`src/rtl/fetch_ctrl.sv`:
```
// ============================================================================
//  Module   : fetch_ctrl
//  Purpose  : Instruction fetch controller. It sequences the instruction-memory
//             address, adds a skid register so a stalled instruction stays
//             stable, redirects fetch on a taken branch with one squashed
//             slot, and stops when the halt word is consumed.
//  Revision : 1.0 - initial release
// ----------------------------------------------------------------------------
//  Ports
//    clk          in   1  clock, rising edge
//    reset        in   1  asynchronous, active-high reset
//    start        in   1  begin fetching at address 0 (pulse)
//    stall        in   1  downstream cannot accept the current instruction
//    branch_taken in   1  redirect fetch (used when instr_valid=1, stall=0)
//    branch_idx   in   5  LUT index or signed 5-bit offset
//    instruct     in   9  instruction memory data (one-cycle latency)
//    addr         out  8  instruction memory address
//    instr_out    out  9  instruction to the decoder
//    pc_out       out  8  address of instr_out
//    instr_valid  out  1  instr_out/pc_out valid and not squashed
//    done         out  1  halt word has been consumed
//  Build option
//    FETCH_BRANCH_LUT_EN : branch target comes from an 8-bit x LUT_DEPTH
//                          table written through lut_we/lut_waddr/lut_wdata.
//                          When undefined, target = pc_out + sext(branch_idx).
// ============================================================================
`default_nettype none

module fetch_ctrl #(
  parameter logic [8:0] HALT_WORD = 9'h1FF,
  parameter int         LUT_DEPTH = 32
) (
  input  logic       clk,
  input  logic       reset,
  input  logic       start,
  input  logic       stall,
  input  logic       branch_taken,
  input  logic [4:0] branch_idx,
  input  logic [8:0] instruct,
`ifdef FETCH_BRANCH_LUT_EN
  input  logic       lut_we,
  input  logic [4:0] lut_waddr,
  input  logic [7:0] lut_wdata,
`endif
  output logic [7:0] addr,
  output logic [8:0] instr_out,
  output logic [7:0] pc_out,
  output logic       instr_valid,
  output logic       done
);

  typedef enum logic [1:0] {
    IDLE = 2'd0,
    RUN  = 2'd1,
    HALT = 2'd2
  } state_t;

  state_t     state, state_next;
  logic [7:0] addr_next, pc_next, target;
  logic [8:0] skid, skid_next;
  logic       valid_next, done_next, hold_flag, hold_next;

  // ------------------------------------------------------------------
  // Branch target
  // ------------------------------------------------------------------
`ifdef FETCH_BRANCH_LUT_EN
  // Table is intentionally not reset so its contents survive reset.
  // A same-cycle write is only visible after the edge, so a branch to
  // the index being written sees the old entry.
  logic [7:0] lut [LUT_DEPTH];

  always_ff @(posedge clk) begin
    if (lut_we) begin
      lut[lut_waddr] <= lut_wdata;
    end
  end

  assign target = lut[branch_idx];
`else
  logic [31:0] unused_lut_depth;
  assign unused_lut_depth = LUT_DEPTH;

  assign target = pc_out + {{3{branch_idx[4]}}, branch_idx};
`endif

  // While stalled the memory already shows the word at addr (the next
  // instruction), so the stalled instruction is replayed from the skid.
  assign instr_out = hold_flag ? skid : instruct;

  // ------------------------------------------------------------------
  // State and datapath registers
  // ------------------------------------------------------------------
  always_ff @(posedge clk or posedge reset) begin
    if (reset) begin
      state       <= IDLE;
      addr        <= 8'd0;
      pc_out      <= 8'd0;
      instr_valid <= 1'b0;
      done        <= 1'b0;
      hold_flag   <= 1'b0;
      skid        <= 9'd0;
    end else begin
      state       <= state_next;
      addr        <= addr_next;
      pc_out      <= pc_next;
      instr_valid <= valid_next;
      done        <= done_next;
      hold_flag   <= hold_next;
      skid        <= skid_next;
    end
  end

  // ------------------------------------------------------------------
  // Next-state and next-value logic
  // ------------------------------------------------------------------
  always_comb begin
    state_next = state;
    addr_next  = addr;
    pc_next    = pc_out;
    valid_next = instr_valid;
    done_next  = done;
    hold_next  = hold_flag;
    skid_next  = skid;

    case (state)
      IDLE: begin
        addr_next  = 8'd0;
        valid_next = 1'b0;
        hold_next  = 1'b0;
        if (start) begin
          state_next = RUN;
          addr_next  = 8'd1;
          pc_next    = 8'd0;
          valid_next = 1'b1;
        end
      end

      RUN: begin
        if (stall) begin
          // Capture only on the first stalled edge; later edges would
          // overwrite it with the next instruction.
          if (!hold_flag) begin
            skid_next = instruct;
            hold_next = 1'b1;
          end
        end else begin
          hold_next = 1'b0;
          if (instr_valid && (instr_out == HALT_WORD)) begin
            // Halt wins over a simultaneous branch; addr is frozen.
            state_next = HALT;
            done_next  = 1'b1;
            valid_next = 1'b0;
          end else if (instr_valid && branch_taken) begin
            // The word fetched at this edge is wrong-path; squash it.
            addr_next  = target;
            valid_next = 1'b0;
          end else begin
            addr_next  = addr + 8'd1;
            pc_next    = addr;
            valid_next = 1'b1;
          end
        end
      end

      HALT: begin
        hold_next = 1'b0;
        if (start) begin
          state_next = RUN;
          addr_next  = 8'd1;
          pc_next    = 8'd0;
          valid_next = 1'b1;
          done_next  = 1'b0;
        end
      end

      default: begin
        state_next = IDLE;
      end
    endcase
  end

endmodule

`default_nettype wire

```
`config.mk`:
```
export PLATFORM = sky130hd
export DESIGN_NAME = fetch_ctrl
export DESIGN_NICKNAME = d
export VERILOG_FILES = /design/src/rtl/fetch_ctrl.sv
export SDC_FILE = /design/constraint.sdc
export NUM_CORES = 1
export LEC_CHECK = 0
export BUFFER_PORTS_ARGS = -buffer_cell sky130_fd_sc_hd__clkbuf_2
export CAP_MARGIN = 5
export CORE_AREA = 5 5 122 78
export DETAILED_ROUTE_END_ITERATION = 10
export DIE_AREA = 0 0 127 83
export GPL_ROUTABILITY_DRIVEN = 0
export PLACE_DENSITY = 0.53
export SYNTH_ARGS = -nofsm -noshare
export SYNTH_HDL_FRONTEND = slang
export SYNTH_SLANG_ARGS = --single-unit
```
`constraint.sdc`:
```
create_clock -name clk -period 3.9 [get_ports clk]
set_input_delay 0.585 -clock clk [delete_from_list [all_inputs] [get_ports clk]]
set_output_delay 0.585 -clock clk [all_outputs]
set_load 0.02 [all_outputs]
```
==> impl_metrics.env, run 1 <==
export IMPL_area_delta_synth_final_pct=25.0
export IMPL_clkTransAtPathRegs_ps=50
export IMPL_rsz0062_at_grt="false"
export IMPL_cts_made_buffers=5
export IMPL_syn_area_um2=1990
export IMPL_power_density_nw_per_um2=678
export IMPL_post_route_period_util_pct=80.2
export IMPL_drcViolationCount=0
export IMPL_cts_root_buf="clkbuf_16"
export IMPL_hold_viol=0
export IMPL_cp_max_fo=14
export IMPL_diodes=0
export IMPL_synth_compound_area_share_pct=15.9
export IMPL_grt_pass1_vias=1754
export IMPL_ys_flop_type="dfrtp_1"
export IMPL_die_w_um=127
export IMPL_slew_headroom_pct=34.8
export IMPL_grt_pass1_wl_um=9250
export IMPL_critPathKind="reg -> reg"
export IMPL_vias=1755
export IMPL_grt_usage_pct=10.7
export IMPL_ys_seq_area_share_pct=37.7
export IMPL_final_common_cell="nand2_1"
export IMPL_ys_warnings_count=0
export IMPL_cts_resized=0
export IMPL_initial_core_util_pct=24.1
export IMPL_finalCriticalPeriod_ps=3130
export IMPL_setup_violations=0
export IMPL_dp_hpwl_um=4320
export IMPL_routedWlPerCell_um=13.9
export IMPL_syn_avg_cell_area_um2=8.58
export IMPL_htree_levels=2
export IMPL_port_buffers=45
export IMPL_synthSimpleGateAreaFrac_pct=21.4
export IMPL_ys_ff_latch=30
export IMPL_fin_ws_ps=772
export IMPL_synth_top_family_by_area="simple AND/OR/NAND/NOR gates"
export IMPL_ys_types=44
export IMPL_hp_class="reg -> reg"
export IMPL_crit_required_ps=4070
export IMPL_drv_cap=0
export IMPL_insertion_delay_ps=270
export IMPL_num_rows=26
export IMPL_synth_edf_count=0
export IMPL_peakVddDrop_v=0.000248
export IMPL_post_route_util_pct=30.1
export IMPL_synthAdderAreaFrac_pct=8.55
export IMPL_multi_input_area_um2=1130
export IMPL_dieArea_um2=10500
export IMPL_finalSetupTns_ps=0
export IMPL_ant_nets=0
export IMPL_cts_setup_buffers=0
export IMPL_tightest_slew_ps=977
export IMPL_start_kind="register"
export IMPL_register_area_um2=751
export IMPL_die_height_um=83
export IMPL_drt_pre_antenna_iters=5
export IMPL_cts_sinks=30
export IMPL_drtIter0Drc=127
export IMPL_via_per_inst=4.50
export IMPL_skew_ps=7.27
export IMPL_maxSlewViolCount=0
export IMPL_synth_mux_area_share_pct=8.68
export IMPL_syn_inst=232
export IMPL_status="complete, no violations"
export IMPL_io_pins=46
export IMPL_grt_overflow=0
export IMPL_preCtsSetupSlack_ps=733
export IMPL_coreArea_um2=8260
export IMPL_cts_tree="done"
export IMPL_max_freq_ghz=0.320
export IMPL_synth_xor_area_share_pct=2.20
export IMPL_grt_max_degree=26
export IMPL_async_flop_share_pct=100
export IMPL_synth_nets=264
export IMPL_cts_hold_buf=0
export IMPL_drive_above_1_share_pct=23.7
export IMPL_final_cell_mix="nand2_1, clkbuf_2, dfrtp_1"
export IMPL_endpoint_kind="register"
export IMPL_fill_cells=903
export IMPL_power_leakage_nw=1.17
export IMPL_holdWs_ps=478
export IMPL_nets=309
export IMPL_drt_total_wl_um=5440
export IMPL_arrival_ps=3300
export IMPL_antenna_found_initial=0
export IMPL_cts_buffer_depth=2
## cell families after synthesis
family | after synthesis
compound gates | 45
fa+ha+maj | 13
mux | 16
buf+inv | 27
flops | 30
simple gates | 96
xor+xnor | 5
## synthesized netlist by cell type (2+ instances only)
| master | n | area share, % |
|---|---|---|
| mux2i_1 | 9 | 4.5 |
| o2bb2ai_1 | 2 | 0.88 |
| a21oi_1 | 10 | 2.5 |
| nand2_1 | 50 | 9.4 |
| o22ai_1 | 2 | 0.63 |
| nor2_1 | 12 | 2.3 |
| or2_2 | 4 | 1.3 |
| a31oi_1 | 6 | 1.9 |
| xnor2_1 | 4 | 1.8 |
| nand3_1 | 14 | 3.5 |
| and2_1 | 2 | 0.63 |
| ha_1 | 12 | 7.5 |
| inv_1 | 19 | 3.6 |
| nor3_1 | 4 | 1.0 |
| clkbuf_1 | 5 | 0.94 |
| nor2b_1 | 3 | 0.94 |
| nand2b_1 | 3 | 0.94 |
| mux2_2 | 6 | 3.4 |
| o21ai_1 | 2 | 0.50 |
| o2111ai_1 | 2 | 0.88 |
| o21ai_0 | 9 | 2.3 |
| dfrtp_1 | 30 | 38 |
## layer usage
metal  vias to the layer above  track usage (%)  wire (um)
li1                        887                -          -
met4                         0             2.63         48
met2                        53             14.3       2080
met3                         5             2.69        287
met1                       810             16.8       3030
met5                         -                0          0
## cell type report
type,instances,area share [%]
clock buffers,7,5.33
clock inverters,1,1.21
inverters,19,2.87
multi-input cells,175,45.4
flip-flops and latches,30,30.2
well taps,112,5.64
repair buffers,46,9.36
## flip-flops by register name (all words and copies together) (netlist names)
signal	cells
hold_flag	1
skid	9
pc_out	8
done	1
instr_valid	1
state	2
addr	8
## worst paths after layout
path                            slack, ps                      end  depth (start not counted)            startpoint
worst max-delay path                  770      addr[7]$_DFFE_PP0P_                          6  state[0]$_DFFE_PP0P_
worst min-delay path                  480      skid[4]$_DFFE_PP0P_                          2   skid[4]$_DFFE_PP0P_
worst max register to register        770      addr[7]$_DFFE_PP0P_                          6  state[0]$_DFFE_PP0P_
worst min register to register        480      skid[4]$_DFFE_PP0P_                          2   skid[4]$_DFFE_PP0P_
max in group asynchronous            2710  instr_valid$_DFFE_PP0P_                          3                 reset
min in group asynchronous             520    pc_out[6]$_DFFE_PP0P_                          2                 reset
## per-stage QoR
step / power [W] / cells / cell area [um^2]
5_1_grt: 0.00182 / 390 / 2490
3_5_place_dp: 0.00127 / 382 / 2320
6_report: 0.00168 / 390 / 2490
2_1_floorplan: 0.00105 / 232 / 1990
4_1_cts: 0.00170 / 390 / 2490
3_3_place_gp: 0.00127 / 382 / 2320
## critical path, cell delays in order (launching register included)
cell and delay, ps:
dfrtp_1 510, ha_1 380, and2_0 420, nor3_1 320
a21boi_1 800, nand2_1 260, o311ai_1 320
## power breakdown
part	leakage [nW]	internal (W)	total, W	switching [W]
clock	0.0781	0.000301	0.000428	0.000127
combinational	0.698	0.000276	0.000716	0.000440
sequential	0.393	0.000412	0.000541	0.000129
total	1.17	0.000989	0.00168	0.000696
(Power assumes the default switching activity.)
==> run 2, diff against run 1 <==
ABC_AREA = 1   (was default)
CORE_AREA = 5 5 124 79   (was 5 5 122 78)
DIE_AREA = 0 0 129 84   (was 0 0 127 83)
clock period = 3.1 ns   (was 3.9 ns; I/O delays follow)
==> run 2 against run 1 <==
  * Count of clock-buffer cells in the layout stayed put
  * Setup slack better by 190 ps
  * Flip-flop and latch count stayed put
  * Non-clock buffer count stayed put
  * Largest power group unchanged
==> impl_metrics.env, run 2 <==
export IMPL_status="complete, no violations"
export IMPL_routed_wl_met2_um=2030
export IMPL_synth_edf_count=0
export IMPL_finalCriticalPeriod_ps=2140
export IMPL_synth_nets=312
export IMPL_power_density_nw_per_um2=898
export IMPL_swShare_pct=47.1
export IMPL_area_delta_synth_final_pct=23.4
export IMPL_power_switching_w=0.00108
export IMPL_syn_avg_cell_area_um2=7.36
export IMPL_max_freq_ghz=0.468
export IMPL_maxSlewViolCount=0
export IMPL_tightest_slew_ps=515
export IMPL_grt_pass1_wl_um=9370
export IMPL_syn_area_um2=2060
export IMPL_fill_cells=956
export IMPL_grt_max_degree=31
export IMPL_power_share_sequential_pct=30.3
export IMPL_arrival_ps=2350
export IMPL_stdcell_area_um2=2540
export IMPL_slew_headroom_pct=65.7
export IMPL_peakVddDrop_v=0.000334
export IMPL_routedWlPerCell_um=12.7
export IMPL_ys_warnings_count=0
export IMPL_post_dp_cell_area_um2=2400
export IMPL_insertion_delay_ps=270
export IMPL_ys_ff_latch=30
export IMPL_cts_root_buf="clkbuf_16"
export IMPL_final_cell_mix="nand2_1, clkbuf_2, inv_1"
export IMPL_nets=359
export IMPL_cp_max_fo=12
export IMPL_coreArea_um2=8720
export IMPL_largest_register="skid"
export IMPL_synth_top_cell_area_share_pct=36.4
export IMPL_total_power_w=0.00228
export IMPL_initial_core_util_pct=23.6
export IMPL_grt_overflow=0
export IMPL_io_pins=46
export IMPL_clkPwrFrac_pct=21.0
export IMPL_async_flop_share_pct=100
export IMPL_synth_area_leaders="dfrtp_1, nand2_1, ha_1"
export IMPL_cts_resized=0
export IMPL_clkTransAtPathRegs_ps=50
export IMPL_cts_setup_buffers=0
export IMPL_multi_input_area_um2=1140
export IMPL_final_common_cell="nand2_1"
export IMPL_vias=1934
export IMPL_dr_max_layer_used="met4"
export IMPL_drv_cap=0
export IMPL_endpoint_kind="register"
export IMPL_skew_ps=4.86
export IMPL_drcViolationCount=0
export IMPL_r2r_cells=8
export IMPL_dp_hpwl_um=4480
export IMPL_reg2reg_to="addr[4]$_DFFE_PP0P_"
export IMPL_drt_total_wl_um=5650
export IMPL_synthTopCellsByCount="nand2_1, inv_1, dfrtp_1"
export IMPL_syn_inst=280
export IMPL_cts_made_buffers=5
export IMPL_setup_violations=0
export IMPL_cts_hold_buf=0
export IMPL_p_int_w=0.00121
export IMPL_synth_area_leader_cell="dfrtp_1"
export IMPL_ant_nets=0
export IMPL_htree_levels=2
export IMPL_reg2reg_from="state[0]$_DFFE_PP0P_"
export IMPL_fin_ws_ps=962
export IMPL_antenna_found_initial=0
export IMPL_grt_pass1_vias=1802
export IMPL_diodes=0
export IMPL_finalSetupTns_ps=0
export IMPL_crit_required_ps=3310
export IMPL_cts_buffer_depth=2
export IMPL_power_leakage_nw=1.31
export IMPL_drt_met1_wl_um=3180
export IMPL_synth_most_common_cell="nand2_1"
export IMPL_register_area_um2=751
export IMPL_hold_viol=0
export IMPL_cts_tree="done"
export IMPL_cts_sinks=30
export IMPL_combPwrFrac_pct=48.7
export IMPL_hp_class="in -> async"
export IMPL_largest_reg_flops=9
export IMPL_rsz0062_at_grt="false"
export IMPL_drt_pre_antenna_iters=4
export IMPL_dieArea_um2=10800
export IMPL_post_route_util_pct=29.2
export IMPL_preCtsSetupSlack_ps=967
export IMPL_die_height_um=84
export IMPL_start_kind="register"
export IMPL_ff2ff_setup_slack_ps=960
export IMPL_via_per_inst=4.36
export IMPL_critPathKind="reg -> reg"
export IMPL_post_route_period_util_pct=69.0
export IMPL_grt_usage_pct=10.8
export IMPL_wl_met3_um=340
export IMPL_ys_flop_type="dfrtp_1"
export IMPL_num_rows=27
export IMPL_drive_above_1_share_pct=24.1
export IMPL_ys_seq_area_share_pct=36.4
export IMPL_drtIter0Drc=177
export IMPL_top_regs="skid (9), addr (8), pc_out (8)"
export IMPL_die_w_um=129
export IMPL_ys_types=31
export IMPL_port_buffers=45
-- run 2: cell count changes after synthesis, moves of 6 or more --
cell	change
inv_1	+13
mux2_2	-6
mux2i_1	-9
nand2_1	+27
nand2_2	+14
nand4_1	+7
nor2_1	+8
o21ai_0	+8
o21ai_1	+8
-- run 2: metal layers --
metal  GRT usage, %  vias up
met5              0        -
met2           13.3       44
met3           3.58        9
met1           17.1      868
met4           3.53        0
li1               -     1013
-- run 2: critical path, stage by stage, from the launching register on --
cell and delay [ps]:
dfrtp_1 530, ha_1 420, nand2_2 180, o21ai_0 150, nor2_1 210, nand4_1 280
inv_1 180, nand2_1 70, nand2_1 60
-- run 2: worst max path at each step --
stage	end	slack (ps)	depth (start not counted)	start
after floorplan	pc_out[0]$_DFFE_PP0P_	1400	10	state[1]$_DFFE_PP0P_
after global placement	addr[1]$_DFFE_PP0P_	1100	8	state[0]$_DFFE_PP0P_
after detailed placement	addr[4]$_DFFE_PP0P_	970	8	state[0]$_DFFE_PP0P_
after CTS	addr[4]$_DFFE_PP0P_	960	8	state[0]$_DFFE_PP0P_
after global routing	addr[7]$_DFFE_PP0P_	730	8	state[0]$_DFFE_PP0P_
final	addr[4]$_DFFE_PP0P_	960	8	state[0]$_DFFE_PP0P_
-- run 2: kinds of logic (layout without fill, tap and decap cells) --
logic type	Yosys count	count (layout)	synth area share, %
AO/OA/AOI/OAI	53	53	14.5
XOR/XNOR	1	1	0.425
adder cells (fa/ha/maj)	13	13	8.26
buffers and inverters	39	87	8.08
flip-flops	30	30	36.4
AND/OR/NAND/NOR	144	144	32.4
-- run 2: metrics by stage --
| step | hold slack, ps | cells |
|---|---|---|
| after detailed placement | 485 | 436 |
| final | 242 | 444 |
| after global placement | 481 | 436 |
| after CTS | 264 | 444 |
| after global routing | 297 | 444 |
| after floorplan | 453 | 280 |
-- run 2: power groups by stage --
stage | sequential (W) | combinational [W] | clock (W)
after floorplan | 0.000693 | 0.000826 | 0
after global placement | 0.000698 | 0.00111 | 0
after detailed placement | 0.000702 | 0.00111 | 0
after CTS | 0.000696 | 0.00112 | 0.000493
after global routing | 0.000723 | 0.00126 | 0.000514
final | 0.000693 | 0.00111 | 0.000480
-- run 2: area by class of cell --
class / instances / area share, %
flip-flops and latches: 30 / 29.5
clock buffers: 7 / 5.61
multi-input cells: 211 / 45.0
clock inverters: 1 / 0.197
repair buffers: 46 / 9.15
well taps: 116 / 5.71
inverters: 33 / 4.87
==> run 3, diff against run 2 <==
PLACE_DENSITY = 0.55   (was 0.53)
clock period = 1.8 ns   (was 3.1 ns; I/O delays follow)
==> run 3 against run 2 <==
  * Sequential share of layout area fell by 2.0 points
  * Critical path type unchanged
  * Non-clock buffer count rose by 20
  * Largest power group unchanged
  * Via count rose by 5.7%
==> impl_metrics.env, run 3 (synthesized netlist as in run 2, its figures left out) <==
export IMPL_status="complete, no violations"
export IMPL_ant_nets=0
export IMPL_register_area_um2=752
export IMPL_drt_pre_antenna_iters=4
export IMPL_final_cell_mix="nand2_1, clkbuf_2, inv_1"
export IMPL_die_height_um=84
export IMPL_arrival_ps=1840
export IMPL_slew_headroom_pct=73.1
export IMPL_top_regs="skid (9), addr (8), pc_out (8)"
export IMPL_drv_cap=0
export IMPL_drtIter0Drc=127
export IMPL_port_buffers=45
export IMPL_grt_pass1_wl_um=9550
export IMPL_tightest_slew_ps=403
export IMPL_hold_viol=0
export IMPL_path_cells="inv_1 > ha_1 > buf_4 > a211oi_2 > nand2_8 > nand2_1 > o21ai_1"
export IMPL_stdcell_area_um2=2730
export IMPL_skew_ps=2.08
export IMPL_cp_max_fo=16
export IMPL_multi_input_area_um2=1180
export IMPL_peakVddDrop_v=0.000575
export IMPL_hp_class="in -> async"
export IMPL_endpoint_kind="register"
export IMPL_max_freq_ghz=0.593
export IMPL_crit_required_ps=1960
export IMPL_critPathKind="reg -> reg"
export IMPL_grt_usage_pct=11.0
export IMPL_power_share_sequential_pct=26.4
export IMPL_area_delta_synth_final_pct=32.5
export IMPL_grt_overflow=0
export IMPL_cp_top_family="compound AO/OA/AOI/OAI gates"
export IMPL_total_power_w=0.00428
export IMPL_finalCriticalPeriod_ps=1690
export IMPL_cts_tree="done"
export IMPL_power_switching_w=0.00194
export IMPL_die_w_um=129
export IMPL_grt_pass1_vias=1952
export IMPL_crit_path_top_delay_cell="a211oi_2"
export IMPL_routedWlPerCell_um=12.3
export IMPL_nets=379
export IMPL_post_route_period_util_pct=93.6
export IMPL_cts_buffer_depth=2
export IMPL_swShare_pct=45.4
export IMPL_dp_hpwl_um=4440
export IMPL_setup_violations=0
export IMPL_maxSlewViolCount=0
export IMPL_cts_sinks=30
export IMPL_clkPwrFrac_pct=19.4
export IMPL_drt_total_wl_um=5690
export IMPL_vias=2044
export IMPL_dieArea_um2=10800
export IMPL_cp_slowest_stage_delay_ps=410
export IMPL_rsz0062_at_grt="true"
export IMPL_start_kind="register"
export IMPL_fill_cells=944
export IMPL_drive_above_1_share_pct=30.2
export IMPL_worst_path_buf_inv=2
export IMPL_initial_core_util_pct=23.6
export IMPL_cts_made_buffers=5
export IMPL_num_rows=27
export IMPL_power_leakage_nw=1.41
export IMPL_antenna_found_initial=0
export IMPL_cts_root_buf="clkbuf_16"
export IMPL_via_per_inst=4.41
export IMPL_drcViolationCount=0
export IMPL_clkTransAtPathRegs_ps=50
export IMPL_diodes=0
export IMPL_p_int_w=0.00234
export IMPL_htree_levels=2
export IMPL_combPwrFrac_pct=54.2
export IMPL_crit_cells=7
export IMPL_coreArea_um2=8720
export IMPL_cts_hold_buf=0
export IMPL_r2r_cells=7
export IMPL_final_common_cell="nand2_1"
export IMPL_insertion_delay_ps=270
export IMPL_post_dp_cell_area_um2=2520
export IMPL_grt_max_degree=31
export IMPL_largest_register="skid"
export IMPL_io_pins=46
export IMPL_power_density_nw_per_um2=1570
export IMPL_largest_reg_flops=9
==> run 3: power groups by stage <==
stage          Sequential [W]  Clock [W]  Combinational (W)
5_1_grt               0.00117   0.000884            0.00260
4_1_cts               0.00113   0.000853            0.00221
6_report              0.00113   0.000830            0.00232
3_5_place_dp          0.00114          0            0.00220
2_1_floorplan         0.00119          0            0.00142
3_3_place_gp          0.00113          0            0.00218
==> run 3: through the flow <==
stage                     TNS [ps]  hold slack [ps]  worst slack (ps)  utilization (%)  cells
after detailed placement         0              355              38.3             28.9    452
after global placement           0              363              43.9             28.9    452
after CTS                        0             67.0              26.4             30.6    460
after global routing         -7.85              107             -7.85             31.3    464
final                            0             47.7               115             31.3    464
after floorplan                  0              361              97.1                -    280
==> run 3: area by class of cell <==
class,count,area share (%)
clock inverter,1,0.183
sequential,30,27.5
clock buffer,7,5.22
inverter,33,4.54
multi-input combinational,211,43.2
tap,116,5.31
timing repair buffer,66,14.0
==> run 3: final timing paths <==
| check | to | slack, ps | start |
|---|---|---|---|
| worst max register to register | pc_out[5]$_DFFE_PP0P_ | 110 | state[1]$_DFFE_PP0P_ |
| worst max-delay path | pc_out[5]$_DFFE_PP0P_ | 110 | state[1]$_DFFE_PP0P_ |
| worst min register to register | done$_DFFE_PP0P_ | 490 | done$_DFFE_PP0P_ |
| max in group asynchronous | hold_flag$_DFFE_PP0N_ | 1440 | reset |
| min in group clk | hold_flag$_DFFE_PP0N_ | 270 | stall |
| worst min-delay path | pc_out[0]$_DFFE_PP0P_ | 50 | reset |
==> run 3: worst register-to-register path, cell delays in order, from the launching register on <==
cell and delay, ps:
dfrtp_1 380, inv_1 80, ha_1 210, buf_4 180, a211oi_2 410, nand2_8 160
nand2_1 100, o21ai_1 60
==> run 3: what timing repair did <==
action | CTS | global route
buffers inserted | 0 | 4
setup endpoints to repair | 0 | 19
gates resized for setup | 0 | 10
==> run 3: per-layer routing <==
layer  routed length [um]  GRT usage [%]  vias to the layer above
li1                     -              -                     1052
met1                 3020           16.1                      944
met2                 2280           15.1                       44
met3                  336           3.20                        4
met4                   60           3.53                        0
met5                    0              0                        -
